==> src/rtl/psimd_pkg.sv <==
// Shared PSIMD constants: opcodes, controller states, FP flag bit positions
// and the DLFloat16 element width.
package psimd_pkg;

  localparam int unsigned ELEM_WIDTH = 16;
  localparam int unsigned FLAG_WIDTH = 5;

  // Per-lane flag vector is {invalid, inexact, overflow, underflow, div_by_zero}
  localparam int unsigned FLAG_NV = 4;
  localparam int unsigned FLAG_NX = 3;
  localparam int unsigned FLAG_OF = 2;
  localparam int unsigned FLAG_UF = 1;
  localparam int unsigned FLAG_DZ = 0;

  localparam logic [6:0] OPC_LOAD  = 7'b0000111;
  localparam logic [6:0] OPC_STORE = 7'b0100111;
  localparam logic [6:0] OPC_OP    = 7'b1010011;
  localparam logic [6:0] OPC_FMA   = 7'b1000011;

  typedef enum logic [1:0] {
    ST_IDLE = 2'd0,
    ST_EXEC = 2'd1,
    ST_MEM  = 2'd2,
    ST_WB   = 2'd3
  } state_e;

  function automatic logic [31:0] sext12(input logic [11:0] imm);
    return {{20{imm[11]}}, imm};
  endfunction

endpackage

==> src/rtl/psimd_regfile.sv <==
// Vector register file: three combinational read ports, one synchronous
// write port, synchronous active-high clear of every entry.
module psimd_regfile
  import psimd_pkg::*;
#(
  parameter int unsigned NUM_REGS  = 32,
  parameter int unsigned REG_WIDTH = 64,
  localparam int unsigned IDX_W    = $clog2(NUM_REGS)
) (
  input  logic                 clk_i,
  input  logic                 rst_i,
  input  logic [IDX_W-1:0]     raddr1_i,
  input  logic [IDX_W-1:0]     raddr2_i,
  input  logic [IDX_W-1:0]     raddr3_i,
  output logic [REG_WIDTH-1:0] rdata1_o,
  output logic [REG_WIDTH-1:0] rdata2_o,
  output logic [REG_WIDTH-1:0] rdata3_o,
  input  logic                 we_i,
  input  logic [IDX_W-1:0]     waddr_i,
  input  logic [REG_WIDTH-1:0] wdata_i
);

  logic [REG_WIDTH-1:0] rf_q [NUM_REGS];

  always_ff @(posedge clk_i) begin
    if (rst_i) begin
      for (int unsigned i = 0; i < NUM_REGS; i++) begin
        rf_q[i] <= '0;
      end
    end else if (we_i) begin
      rf_q[waddr_i] <= wdata_i;
    end
  end

  assign rdata1_o = rf_q[raddr1_i];
  assign rdata2_o = rf_q[raddr2_i];
  assign rdata3_o = rf_q[raddr3_i];

endmodule

==> src/rtl/psimd_issue_ctrl.sv <==
// Single-issue PSIMD controller: IDLE -> EXEC/MEM -> WB with watchdog abort.
// Sticky FP flag accumulation is built only when PSIMD_FLAGS_EN is defined.
module psimd_issue_ctrl
  import psimd_pkg::*;
#(
  parameter int unsigned LANES     = 4,
  parameter int unsigned NUM_REGS  = 32,
  parameter int unsigned TIMEOUT   = 255,
  localparam int unsigned REG_WIDTH = ELEM_WIDTH * LANES
) (
  input  logic                        clk_i,
  input  logic                        rst_i,
  input  logic                        instr_valid_i,
  input  logic [31:0]                 instr_i,
  input  logic [31:0]                 rs1_core_i,
  output logic                        instr_ready_o,
  output logic                        eu_start_o,
  output logic [31:0]                 eu_instr_o,
  output logic [REG_WIDTH-1:0]        eu_src1_o,
  output logic [REG_WIDTH-1:0]        eu_src2_o,
  output logic [REG_WIDTH-1:0]        eu_src3_o,
  input  logic                        eu_done_i,
  input  logic [REG_WIDTH-1:0]        eu_result_i,
  input  logic [FLAG_WIDTH*LANES-1:0] eu_flags_i,
  output logic                        mem_req_o,
  output logic                        mem_we_o,
  output logic [31:0]                 mem_addr_o,
  output logic [REG_WIDTH-1:0]        mem_wdata_o,
  input  logic                        mem_ack_i,
  input  logic [REG_WIDTH-1:0]        mem_rdata_i,
  output logic                        done_o,
  output logic                        illegal_o,
  output logic                        timeout_err_o,
  input  logic                        flags_clr_i,
  output logic [FLAG_WIDTH-1:0]       fflags_o
);

  localparam int unsigned IDX_W = $clog2(NUM_REGS);
  localparam int unsigned WD_W  = $clog2(TIMEOUT + 1);

  state_e               state_q, state_d;
  logic [31:0]          instr_q, instr_d;
  logic [REG_WIDTH-1:0] src1_q, src1_d, src2_q, src2_d, src3_q, src3_d;
  logic [REG_WIDTH-1:0] wb_data_q, wb_data_d;
  logic                 wb_we_q, wb_we_d;
  logic                 eu_start_q, eu_start_d;
  logic                 mem_req_q, mem_req_d;
  logic                 mem_we_q, mem_we_d;
  logic [31:0]          mem_addr_q, mem_addr_d;
  logic [WD_W-1:0]      wd_cnt_q, wd_cnt_d;
  logic                 done_q, done_d;
  logic                 illegal_q, illegal_d;
  logic                 timeout_q, timeout_d;

  logic [6:0]           opc_c;
  logic [31:0]          ld_imm_c, st_imm_c;
  logic                 wd_expired_c;
  logic [REG_WIDTH-1:0] rf_rd1_c, rf_rd2_c, rf_rd3_c;
  logic                 rf_we_c;

  assign opc_c        = instr_i[6:0];
  assign ld_imm_c     = sext12(instr_i[31:20]);
  assign st_imm_c     = sext12({instr_i[31:25], instr_i[11:7]});
  assign wd_expired_c = (wd_cnt_q == WD_W'(TIMEOUT));
  assign rf_we_c      = (state_q == ST_WB) && wb_we_q;

  psimd_regfile #(
    .NUM_REGS  (NUM_REGS),
    .REG_WIDTH (REG_WIDTH)
  ) u_regfile (
    .clk_i    (clk_i),
    .rst_i    (rst_i),
    .raddr1_i (instr_i[15 +: IDX_W]),
    .raddr2_i (instr_i[20 +: IDX_W]),
    .raddr3_i (instr_i[27 +: IDX_W]),
    .rdata1_o (rf_rd1_c),
    .rdata2_o (rf_rd2_c),
    .rdata3_o (rf_rd3_c),
    .we_i     (rf_we_c),
    .waddr_i  (instr_q[7 +: IDX_W]),
    .wdata_i  (wb_data_q)
  );

  // Next-state and registered-output logic
  always_comb begin
    state_d    = state_q;
    instr_d    = instr_q;
    src1_d     = src1_q;
    src2_d     = src2_q;
    src3_d     = src3_q;
    wb_data_d  = wb_data_q;
    wb_we_d    = wb_we_q;
    eu_start_d = 1'b0;
    mem_req_d  = mem_req_q;
    mem_we_d   = mem_we_q;
    mem_addr_d = mem_addr_q;
    wd_cnt_d   = wd_cnt_q;
    done_d     = 1'b0;
    illegal_d  = 1'b0;
    timeout_d  = 1'b0;

    unique case (state_q)
      ST_IDLE: begin
        if (instr_valid_i) begin
          instr_d  = instr_i;
          src1_d   = rf_rd1_c;
          src2_d   = rf_rd2_c;
          src3_d   = rf_rd3_c;
          wd_cnt_d = '0;
          case (opc_c)
            OPC_OP, OPC_FMA: begin
              state_d    = ST_EXEC;
              eu_start_d = 1'b1;
              wb_we_d    = 1'b1;
            end
            OPC_LOAD: begin
              state_d    = ST_MEM;
              mem_req_d  = 1'b1;
              mem_we_d   = 1'b0;
              mem_addr_d = rs1_core_i + ld_imm_c;
              wb_we_d    = 1'b1;
            end
            OPC_STORE: begin
              state_d    = ST_MEM;
              mem_req_d  = 1'b1;
              mem_we_d   = 1'b1;
              mem_addr_d = rs1_core_i + st_imm_c;
              wb_we_d    = 1'b0;
            end
            default: illegal_d = 1'b1;
          endcase
        end
      end
      // A completion in the expiry cycle still retires normally
      ST_EXEC: begin
        if (eu_done_i) begin
          wb_data_d = eu_result_i;
          done_d    = 1'b1;
          state_d   = ST_WB;
        end else if (wd_expired_c) begin
          timeout_d = 1'b1;
          state_d   = ST_IDLE;
        end else begin
          wd_cnt_d = wd_cnt_q + WD_W'(1);
        end
      end
      ST_MEM: begin
        if (mem_ack_i) begin
          mem_req_d = 1'b0;
          if (!mem_we_q) begin
            wb_data_d = mem_rdata_i;
          end
          done_d  = 1'b1;
          state_d = ST_WB;
        end else if (wd_expired_c) begin
          mem_req_d = 1'b0;
          timeout_d = 1'b1;
          state_d   = ST_IDLE;
        end else begin
          wd_cnt_d = wd_cnt_q + WD_W'(1);
        end
      end
      ST_WB: begin
        state_d = ST_IDLE;
      end
      default: state_d = ST_IDLE;
    endcase
  end

  always_ff @(posedge clk_i) begin
    if (rst_i) begin
      state_q    <= ST_IDLE;
      instr_q    <= '0;
      src1_q     <= '0;
      src2_q     <= '0;
      src3_q     <= '0;
      wb_data_q  <= '0;
      wb_we_q    <= 1'b0;
      eu_start_q <= 1'b0;
      mem_req_q  <= 1'b0;
      mem_we_q   <= 1'b0;
      mem_addr_q <= '0;
      wd_cnt_q   <= '0;
      done_q     <= 1'b0;
      illegal_q  <= 1'b0;
      timeout_q  <= 1'b0;
    end else begin
      state_q    <= state_d;
      instr_q    <= instr_d;
      src1_q     <= src1_d;
      src2_q     <= src2_d;
      src3_q     <= src3_d;
      wb_data_q  <= wb_data_d;
      wb_we_q    <= wb_we_d;
      eu_start_q <= eu_start_d;
      mem_req_q  <= mem_req_d;
      mem_we_q   <= mem_we_d;
      mem_addr_q <= mem_addr_d;
      wd_cnt_q   <= wd_cnt_d;
      done_q     <= done_d;
      illegal_q  <= illegal_d;
      timeout_q  <= timeout_d;
    end
  end

`ifdef PSIMD_FLAGS_EN
  logic [FLAG_WIDTH-1:0] fflags_q, fflags_d, lane_or_c;
  logic                  flag_cap_c;

  // A clear coinciding with a capture keeps only the new flags
  always_comb begin
    lane_or_c = '0;
    for (int unsigned l = 0; l < LANES; l++) begin
      lane_or_c = lane_or_c | eu_flags_i[FLAG_WIDTH*l +: FLAG_WIDTH];
    end
    flag_cap_c = (state_q == ST_EXEC) && eu_done_i;
    fflags_d   = fflags_q;
    if (flags_clr_i) begin
      fflags_d = flag_cap_c ? lane_or_c : '0;
    end else if (flag_cap_c) begin
      fflags_d = fflags_q | lane_or_c;
    end
  end

  always_ff @(posedge clk_i) begin
    if (rst_i) begin
      fflags_q <= '0;
    end else begin
      fflags_q <= fflags_d;
    end
  end

  assign fflags_o = fflags_q;
`else
  logic unused_flag_inputs;
  assign unused_flag_inputs = ^{flags_clr_i, eu_flags_i};
  assign fflags_o           = '0;
`endif

  assign instr_ready_o = (state_q == ST_IDLE);
  assign eu_start_o    = eu_start_q;
  assign eu_instr_o    = instr_q;
  assign eu_src1_o     = src1_q;
  assign eu_src2_o     = src2_q;
  assign eu_src3_o     = src3_q;
  assign mem_req_o     = mem_req_q;
  assign mem_we_o      = mem_we_q;
  assign mem_addr_o    = mem_addr_q;
  assign mem_wdata_o   = src2_q;
  assign done_o        = done_q;
  assign illegal_o     = illegal_q;
  assign timeout_err_o = timeout_q;

endmodule

==> config.mk <==
export PLATFORM = sky130hd
export DESIGN_NAME = psimd_issue_ctrl
export DESIGN_NICKNAME = d
export VERILOG_FILES = /design/src/rtl/psimd_pkg.sv /design/src/rtl/psimd_regfile.sv /design/src/rtl/psimd_issue_ctrl.sv
export SDC_FILE = /design/constraint.sdc
export NUM_CORES = 2
export LEC_CHECK = 0
export CAP_MARGIN = 0
export CORE_MARGIN = 2
export CORE_UTILIZATION = 25
export CTS_BUF_LIST = sky130_fd_sc_hd__clkbuf_16
export DETAILED_ROUTE_END_ITERATION = 10
export PLACE_DENSITY_LB_ADDON = 0.25
export SLEW_MARGIN = 10
export SYNTH_ARGS = -nofsm -noshare
export SYNTH_HDL_FRONTEND = slang
export SYNTH_SLANG_ARGS = --single-unit
==> constraint.sdc <==
create_clock -name clk_i -period 4.08 [get_ports clk_i]
set_clock_uncertainty 0.15 [all_clocks]
set_input_delay 1.02 -clock clk_i [delete_from_list [all_inputs] [get_ports clk_i]]
set_output_delay 1.02 -clock clk_i [all_outputs]
set_load 0.05 [all_outputs]
Word level (Yosys, flattened, before mapping):

Memories as Yosys holds them, arrays and structs flattened. A register that Yosys moved wholly into a read port is not among the register bits.
Cells that the tools add are included.

* add/subtract/negate cells: 3
* $mul: 0
* divide/modulo/power cells: 0
* $lt $le $gt $ge: 0
* equal/unequal tests: 17
* shift-type cells: 0
* mux-type cells: 40
* bitwise gates (word level): 2
* reductions and logical operators: 20

Operator list (number)
* 2-to-1 mux 64 bit: 4
* one-hot mux 64 bit (2 select lines): 1
* adder 32 bit: 2
* one-hot mux 32 bit (2 select lines): 1
* OR reduction 64 bit: 1
* 2-to-1 mux 8 bit: 4
* one-hot mux 8 bit (3 select lines): 1
* 2-to-1 mux 1 bit: 17
* == test 7 bit, second input constant: 2
* inequality test 2 bit, second input constant: 7
* AND reduction 4 bit: 3
* one-hot mux 1 bit (2 select lines): 5
* adder 8 x 1 -> 8 bit, second input constant: 1
* == test 8 bit, second input constant: 1
* 2-to-1 mux 2 bit: 4
* one-hot mux 2 bit (4 select lines): 1
* nonzero test 2 bit: 4
* == test 7 x 3 -> 1 bit, second input constant: 1
* == test 7 x 6 -> 1 bit, second input constant: 1
* AND reduction 3 bit: 2
* OR reduction 3 bit: 2
* 2-to-1 mux 5 bit: 1
* == test 2 bit, second input constant: 2
* one-hot mux 2 bit (2 select lines): 1
* other kinds (10): 13

* bits in registers: 145
* latch bits: 0
* RAM bits: 2048
* ROM bits: 0
* input port bits: 218
* memories kept: 1

Memory list
* u_regfile.rf_q: depth 32, bits a word 64, rd ports 3, clocked after Yosys merged registers in 3, wr ports 32, line psimd_regfile.sv:23 `logic [REG_WIDTH-1:0] rf_q [NUM_REGS];`

Logic depth before layout (Yosys ltp):

* word-level depth: 7
* depth in mapped cells: 14
* mapped depth without buffers: 14

Cells and area by module:

A second synthesis with hierarchy kept.

* cells, all modules: 9561
* area total of the unflattened synthesis: 139721.5 um2

Modules (own cells, without submodules)
* psimd_regfile: times used 1, cells an instance 7737, area each 125019.9 um2
* psimd_issue_ctrl: times used 1, cells an instance 1824, area each 14701.6 um2

Least setup slack after synthesis:

No wires, ideal clock.

* path type: input-to-reg
* start: input instr_i[3]
* end: register mem_addr_q[30], in the netlist mem_addr_o[30]
* setup time: 120 ps
* data arrival time: 3946 ps
* setup slack: -136 ps
* stages: 14
* buffers on the path: 0
* path through: and3b_1 and3_1 nand2_1 mux2_2 ha_1 inv_1 fa_1 nor2b_2 o2111ai_1 a211oi_2 o2111ai_2 a2111oi_4 nor3_1 a211o_1

* word-level cells in the longest chain between the ends: 3
* elaborated cells on any way between the ends: 5
* those cells by class: eq/ne (2); mux (1); reduce/logical (2)

RTL lines
* from (decl): line psimd_issue_ctrl.sv:14 `input logic [31:0] instr_i,`
* == test 7 x 6 -> 1 bit / == test 7 x 3 -> 1 bit (equally long branches): line psimd_issue_ctrl.sv:110 `case (opc_c)`
* nonzero test 2 bit (no line)
* AND reduction 3 bit (no line)
* to (signal assigned): line psimd_issue_ctrl.sv:198 `mem_addr_q <= mem_addr_d;`
* to (decl): line psimd_issue_ctrl.sv:49 `logic [31:0] mem_addr_q, mem_addr_d;`

Parallel ways exist; a longest one is shown, timed or not.
A chain may end at the register's enable or synchronous reset.

Final worst setup path:

* start: register instr_q[8], in the netlist eu_instr_o[8]
* end: output eu_instr_o[8]

RTL lines
* from (decl): line psimd_issue_ctrl.sv:42 `logic [31:0] instr_q, instr_d;`
* from (signal assigned): line psimd_issue_ctrl.sv:189 `instr_q <= instr_d;`
* to (decl): line psimd_issue_ctrl.sv:18 `output logic [31:0] eu_instr_o,`

No word-level cell between the ends.

==> flow_results.xml <==
<?xml version="1.0" encoding="UTF-8"?>
<metrics>
  <group name="run_status">
    <metric name="run_status" unit="">finished, violations left</metric>
    <metric name="failed_checks" unit="">antenna violations</metric>
  </group>
  <group name="placement">
    <metric name="portBuffers" unit="">523</metric>
    <metric name="routabilityCongestion" unit="">0.824</metric>
    <metric name="dp.cells" unit="">16512</metric>
    <metric name="hpwlAfterDp" unit="µm">342000</metric>
    <metric name="pre_cts_slack" unit="ns">-0.809</metric>
  </group>
  <group name="sta">
    <metric name="setup_violations" unit="">0</metric>
    <metric name="final.hold.worst_slack" unit="ns">0.249</metric>
    <metric name="clock.fmax" unit="MHz">256</metric>
    <metric name="setup_ws" unit="ns">0.177</metric>
    <metric name="period_needed" unit="ns">3.90</metric>
    <metric name="unrepaired_setup_endpoints_after_global_routing" unit="">false</metric>
    <metric name="min_period_over_period" unit="">0.957</metric>
    <metric name="worst_slew_margin_rel" unit="">0.165</metric>
    <metric name="final_hold_violating_endpoints" unit="">0</metric>
    <metric name="setup_tns" unit="ns">0</metric>
    <metric name="final_max_slew_viol_count" unit="">0</metric>
    <metric name="worst_pin_slew" unit="ns">1.25</metric>
  </group>
  <group name="worst_setup_path">
    <metric name="timing.critical_path.depth" unit="">1</metric>
    <metric name="critical_path_buf_inv_count" unit="">1</metric>
    <metric name="worst_setup_path_start_kind" unit="">flip-flop</metric>
    <metric name="timing_worst_setup_path_type" unit="">flip-flop to output pin</metric>
    <metric name="worstReg2RegStart" unit="">state_q[1]$_SDFFE_PP0P_</metric>
    <metric name="data_arrival_at_the_endpoint_of_the_critical_path" unit="ns">2.73</metric>
    <metric name="required_time_of_the_critical_path" unit="ns">2.91</metric>
    <metric name="worst_path_dominant_cell_family" unit="">buffers and inverters</metric>
    <metric name="critical_path.endpoint" unit="">eu_instr_o[8]</metric>
    <metric name="max_stage_delay" unit="ns">0.98</metric>
    <metric name="r2r-end" unit="">u_regfile.rf_q[20][8]$_SDFFCE_PN0P_</metric>
    <metric name="critPathCaptureType" unit="">output pin</metric>
    <metric name="startpoint" unit="">eu_instr_o[8]$_SDFFE_PP0P_</metric>
    <metric name="cell_by_cell_listing_of_the_critical_path" unit="">clkdlybuf4s50_1</metric>
    <metric name="reg2reg_depth" unit="">7</metric>
    <metric name="ff2ff_setup_slack" unit="ns">0.62</metric>
    <metric name="cpMaxStageDelayCell" unit="">sky130_fd_sc_hd__clkdlybuf4s50_1</metric>
    <metric name="highest_fanout_seen_on_the_critical_path" unit="">6</metric>
  </group>
  <group name="floorplan">
    <metric name="initial_cell_density_of_the_core" unit="">0.251</metric>
    <metric name="chipWidth" unit="µm">755</metric>
    <metric name="coreArea" unit="µm²">561000</metric>
    <metric name="fp-row-count" unit="">275</metric>
    <metric name="io_pins" unit="">550</metric>
    <metric name="die_area" unit="µm²">570000</metric>
    <metric name="die_height" unit="µm">755</metric>
  </group>
  <group name="finish">
    <metric name="utilization" unit="">0.296</metric>
    <metric name="post_layout_net_count" unit="">9582</metric>
    <metric name="fillerInstances" unit="">55057</metric>
    <metric name="area_growth" unit="%">17.6</metric>
    <metric name="layout-drive-gt1-share" unit="">0.300</metric>
    <metric name="fin_cells" unit="">17142</metric>
  </group>
  <group name="synth">
    <metric name="flops_latches_synth" unit="">2385</metric>
    <metric name="synth_top_cells_by_count" unit="">2051 x sky130_fd_sc_hd__and2_1, 2048 x sky130_fd_sc_hd__edfxtp_1, 1767 x sky130_fd_sc_hd__mux4_2</metric>
    <metric name="syn_inst" unit="">9155</metric>
    <metric name="synth_ff_type" unit="">sky130_fd_sc_hd__edfxtp_1</metric>
    <metric name="cell_with_the_most_instances_after_synthesis" unit="">sky130_fd_sc_hd__and2_1</metric>
    <metric name="yosys.area.top_type_share" unit="">0.436</metric>
    <metric name="synth_async_sr_flop_share" unit="">0</metric>
    <metric name="syn_area_per_cell" unit="µm²">15.4</metric>
    <metric name="synth_edf_count" unit="">2048</metric>
    <metric name="synth-warning-count" unit="">0</metric>
    <metric name="yosysSeqAreaShare" unit="">0.484</metric>
    <metric name="yosys-top-cells-area" unit="">sky130_fd_sc_hd__edfxtp_1 44%, sky130_fd_sc_hd__mux4_2 28%, sky130_fd_sc_hd__and2_1 9.1%, sky130_fd_sc_hd__mux2i_1 4.8%, sky130_fd_sc_hd__dfxtp_1 4.8%</metric>
    <metric name="syn_area" unit="µm²">141000</metric>
    <metric name="synth_cell_type_count" unit="">68</metric>
    <metric name="synth_top_area_cell" unit="">sky130_fd_sc_hd__edfxtp_1</metric>
  </group>
  <group name="global_routing">
    <metric name="antenna_found_initial" unit="">53</metric>
    <metric name="via_count_of_the_first_global_routing_pass" unit="">93822</metric>
    <metric name="gr_util_all_layers" unit="">0.207</metric>
    <metric name="global_route_wire_length_before_repair" unit="µm">824000</metric>
    <metric name="grt_remaining_overflow" unit="">0</metric>
    <metric name="grt_max_degree" unit="">114</metric>
  </group>
  <group name="clock_network">
    <metric name="h-tree-depth" unit="">5</metric>
    <metric name="post_cts_buffers" unit="">0</metric>
    <metric name="hold_buffers" unit="">0</metric>
    <metric name="clock_tree_from_tritoncts" unit="">yes</metric>
    <metric name="worst_skew_pair.late_latency" unit="ns">0.96</metric>
    <metric name="cts-buffers-inserted" unit="">291</metric>
    <metric name="clk_pin_slew_worst_paths" unit="ns">0.06</metric>
    <metric name="clock_sinks" unit="">2385</metric>
    <metric name="clock_tree.root_cell" unit="">sky130_fd_sc_hd__clkbuf_16</metric>
    <metric name="clock_path_buffers" unit="">4</metric>
  </group>
  <group name="routing">
    <metric name="drt-initial-drc-count" unit="">12186</metric>
    <metric name="route.detailed.drc" unit="">0</metric>
    <metric name="routed_wl" unit="µm">604000</metric>
    <metric name="final_antenna_net_count" unit="">1</metric>
    <metric name="firstDrtPassIters" unit="">6</metric>
    <metric name="route.detailed.wl_per_inst" unit="µm">35.2</metric>
    <metric name="detail_route.vias_per_cell" unit="">5.39</metric>
    <metric name="vias_after_detailed_routing" unit="">92368</metric>
  </group>
  <group name="run">
    <metric name="maxCapViolations" unit="">0</metric>
  </group>
  <group name="worst_hold_path">
    <metric name="worst_hold_path_type" unit="">input pin to flip-flop</metric>
    <metric name="hold_start" unit="">instr_i[30]</metric>
  </group>
  <group name="power_and_ir_drop">
    <metric name="power.ir.vdd_worst" unit="mV">0.308</metric>
    <metric name="powerDensity" unit="nW/µm²">410</metric>
    <metric name="static-leakage-power" unit="nW">57.2</metric>
  </group>
</metrics>
[per-layer routing]
layer | vias up | GRT usage | part of all wire
li1 | 36341 | - | -
met1 | 49061 | 0.270 | 0.39
met3 | 1089 | 0.0449 | 0.098
met2 | 5875 | 0.337 | 0.47
met4 | 2 | 0.0817 | 0.041
met5 | - | 0 | 0.000012
[cell usage in the layout (no fill, tap or decap), types with 35 or more instances in the layout]
| cell | netlist | layout |
|---|---|---|
| sky130_fd_sc_hd__clkinv_2 | 0 | 39 |
| sky130_fd_sc_hd__a21oi_1 | 87 | 87 |
| sky130_fd_sc_hd__nand2_1 | 131 | 127 |
| sky130_fd_sc_hd__and2_1 | 2051 | 2050 |
| sky130_fd_sc_hd__edfxtp_1 | 2048 | 2048 |
| sky130_fd_sc_hd__nor4_1 | 41 | 41 |
| sky130_fd_sc_hd__a211oi_1 | 77 | 77 |
| sky130_fd_sc_hd__a211oi_2 | 150 | 150 |
| sky130_fd_sc_hd__clkinv_1 | 0 | 61 |
| sky130_fd_sc_hd__inv_1 | 10 | 75 |
| sky130_fd_sc_hd__diode_2 | 0 | 98 |
| sky130_fd_sc_hd__buf_4 | 116 | 225 |
| sky130_fd_sc_hd__clkdlybuf4s50_1 | 0 | 504 |
| sky130_fd_sc_hd__dfxtp_1 | 337 | 336 |
| sky130_fd_sc_hd__mux2i_1 | 678 | 678 |
| sky130_fd_sc_hd__ha_1 | 37 | 35 |
| sky130_fd_sc_hd__buf_12 | 3 | 217 |
| sky130_fd_sc_hd__clkbuf_16 | 0 | 310 |
| sky130_fd_sc_hd__nor2_1 | 363 | 330 |
| sky130_fd_sc_hd__nor3_1 | 49 | 49 |
| sky130_fd_sc_hd__mux4_2 | 1767 | 1767 |
[flip-flops by register name (all words and copies together) (netlist names), 2 cells and up]
name / cells
u_regfile.rf_q: 2048
eu_src1_o: 64
eu_src2_o: 64
eu_src3_o: 64
wb_data_q: 64
eu_instr_o: 32
mem_addr_o: 32
wd_cnt_q: 8
state_q: 2
[cell families (layout without fill, tap and decap cells)]
| logic type | count (synthesis) | after routing | synth area share |
|---|---|---|---|
| other | 1 | 103 | 0.0000266 |
| and+or+nand+nor | 2743 | 2743 | 0.113 |
| buffers and inverters | 1101 | 1507 | 0.0419 |
| adders and majority gates | 38 | 38 | 0.00343 |
| muxes | 2450 | 2450 | 0.331 |
| xor gates and xnor gates | 28 | 28 | 0.00174 |
| AOI/OAI and AO/OA | 409 | 409 | 0.0254 |
| DFF | 2385 | 2385 | 0.484 |
[layout make-up]
class,instances,area [µm²],share of cell area
clock inverter,222,1630,0.00982
clock buffer,310,7760,0.0468
inverter,10,37.5,0.000226
tap,7479,9360,0.0564
multi-input combinational,5673,67200,0.405
timing repair buffer,965,11300,0.0683
antenna,98,245,0.00148
sequential,2385,68200,0.411
[how the worst min path moves through the flow]
stage,to,slack [ns],cells past startpoint
2_1_floorplan,wd_cnt_q[1]$_SDFFE_PP0P_,0.31,2
3_3_place_gp,eu_instr_o[6]$_SDFFE_PP0P_,0.29,2
3_5_place_dp,eu_instr_o[2]$_SDFFE_PP0P_,0.30,2
4_1_cts,eu_instr_o[30]$_SDFFE_PP0P_,0.18,3
5_1_grt,eu_instr_o[30]$_SDFFE_PP0P_,0.24,3
6_report,eu_instr_o[30]$_SDFFE_PP0P_,0.25,3
[where the power goes]
group	switching [W]	leakage, nW	internal (W)
Sequential	0.00207	23.9	0.0276
Combinational	0.00723	28.5	0.00486
Clock	0.0113	4.85	0.0150
[per-stage QoR]
step                total power [W]  instance area [µm²]
finish                       0.0680               166000
global placement             0.0422               156000
CTS                          0.0686               166000
global route                 0.0700               166000
detailed placement           0.0423               156000
floorplan                    0.0369               141000
[timing repair]
action / CTS / global route
cloned: 0 / 0
pin swaps: 0 / 3
resized for setup: 3 / 1
setup endpoints to repair: 3 / 3
(Power assumes the default switching activity.)
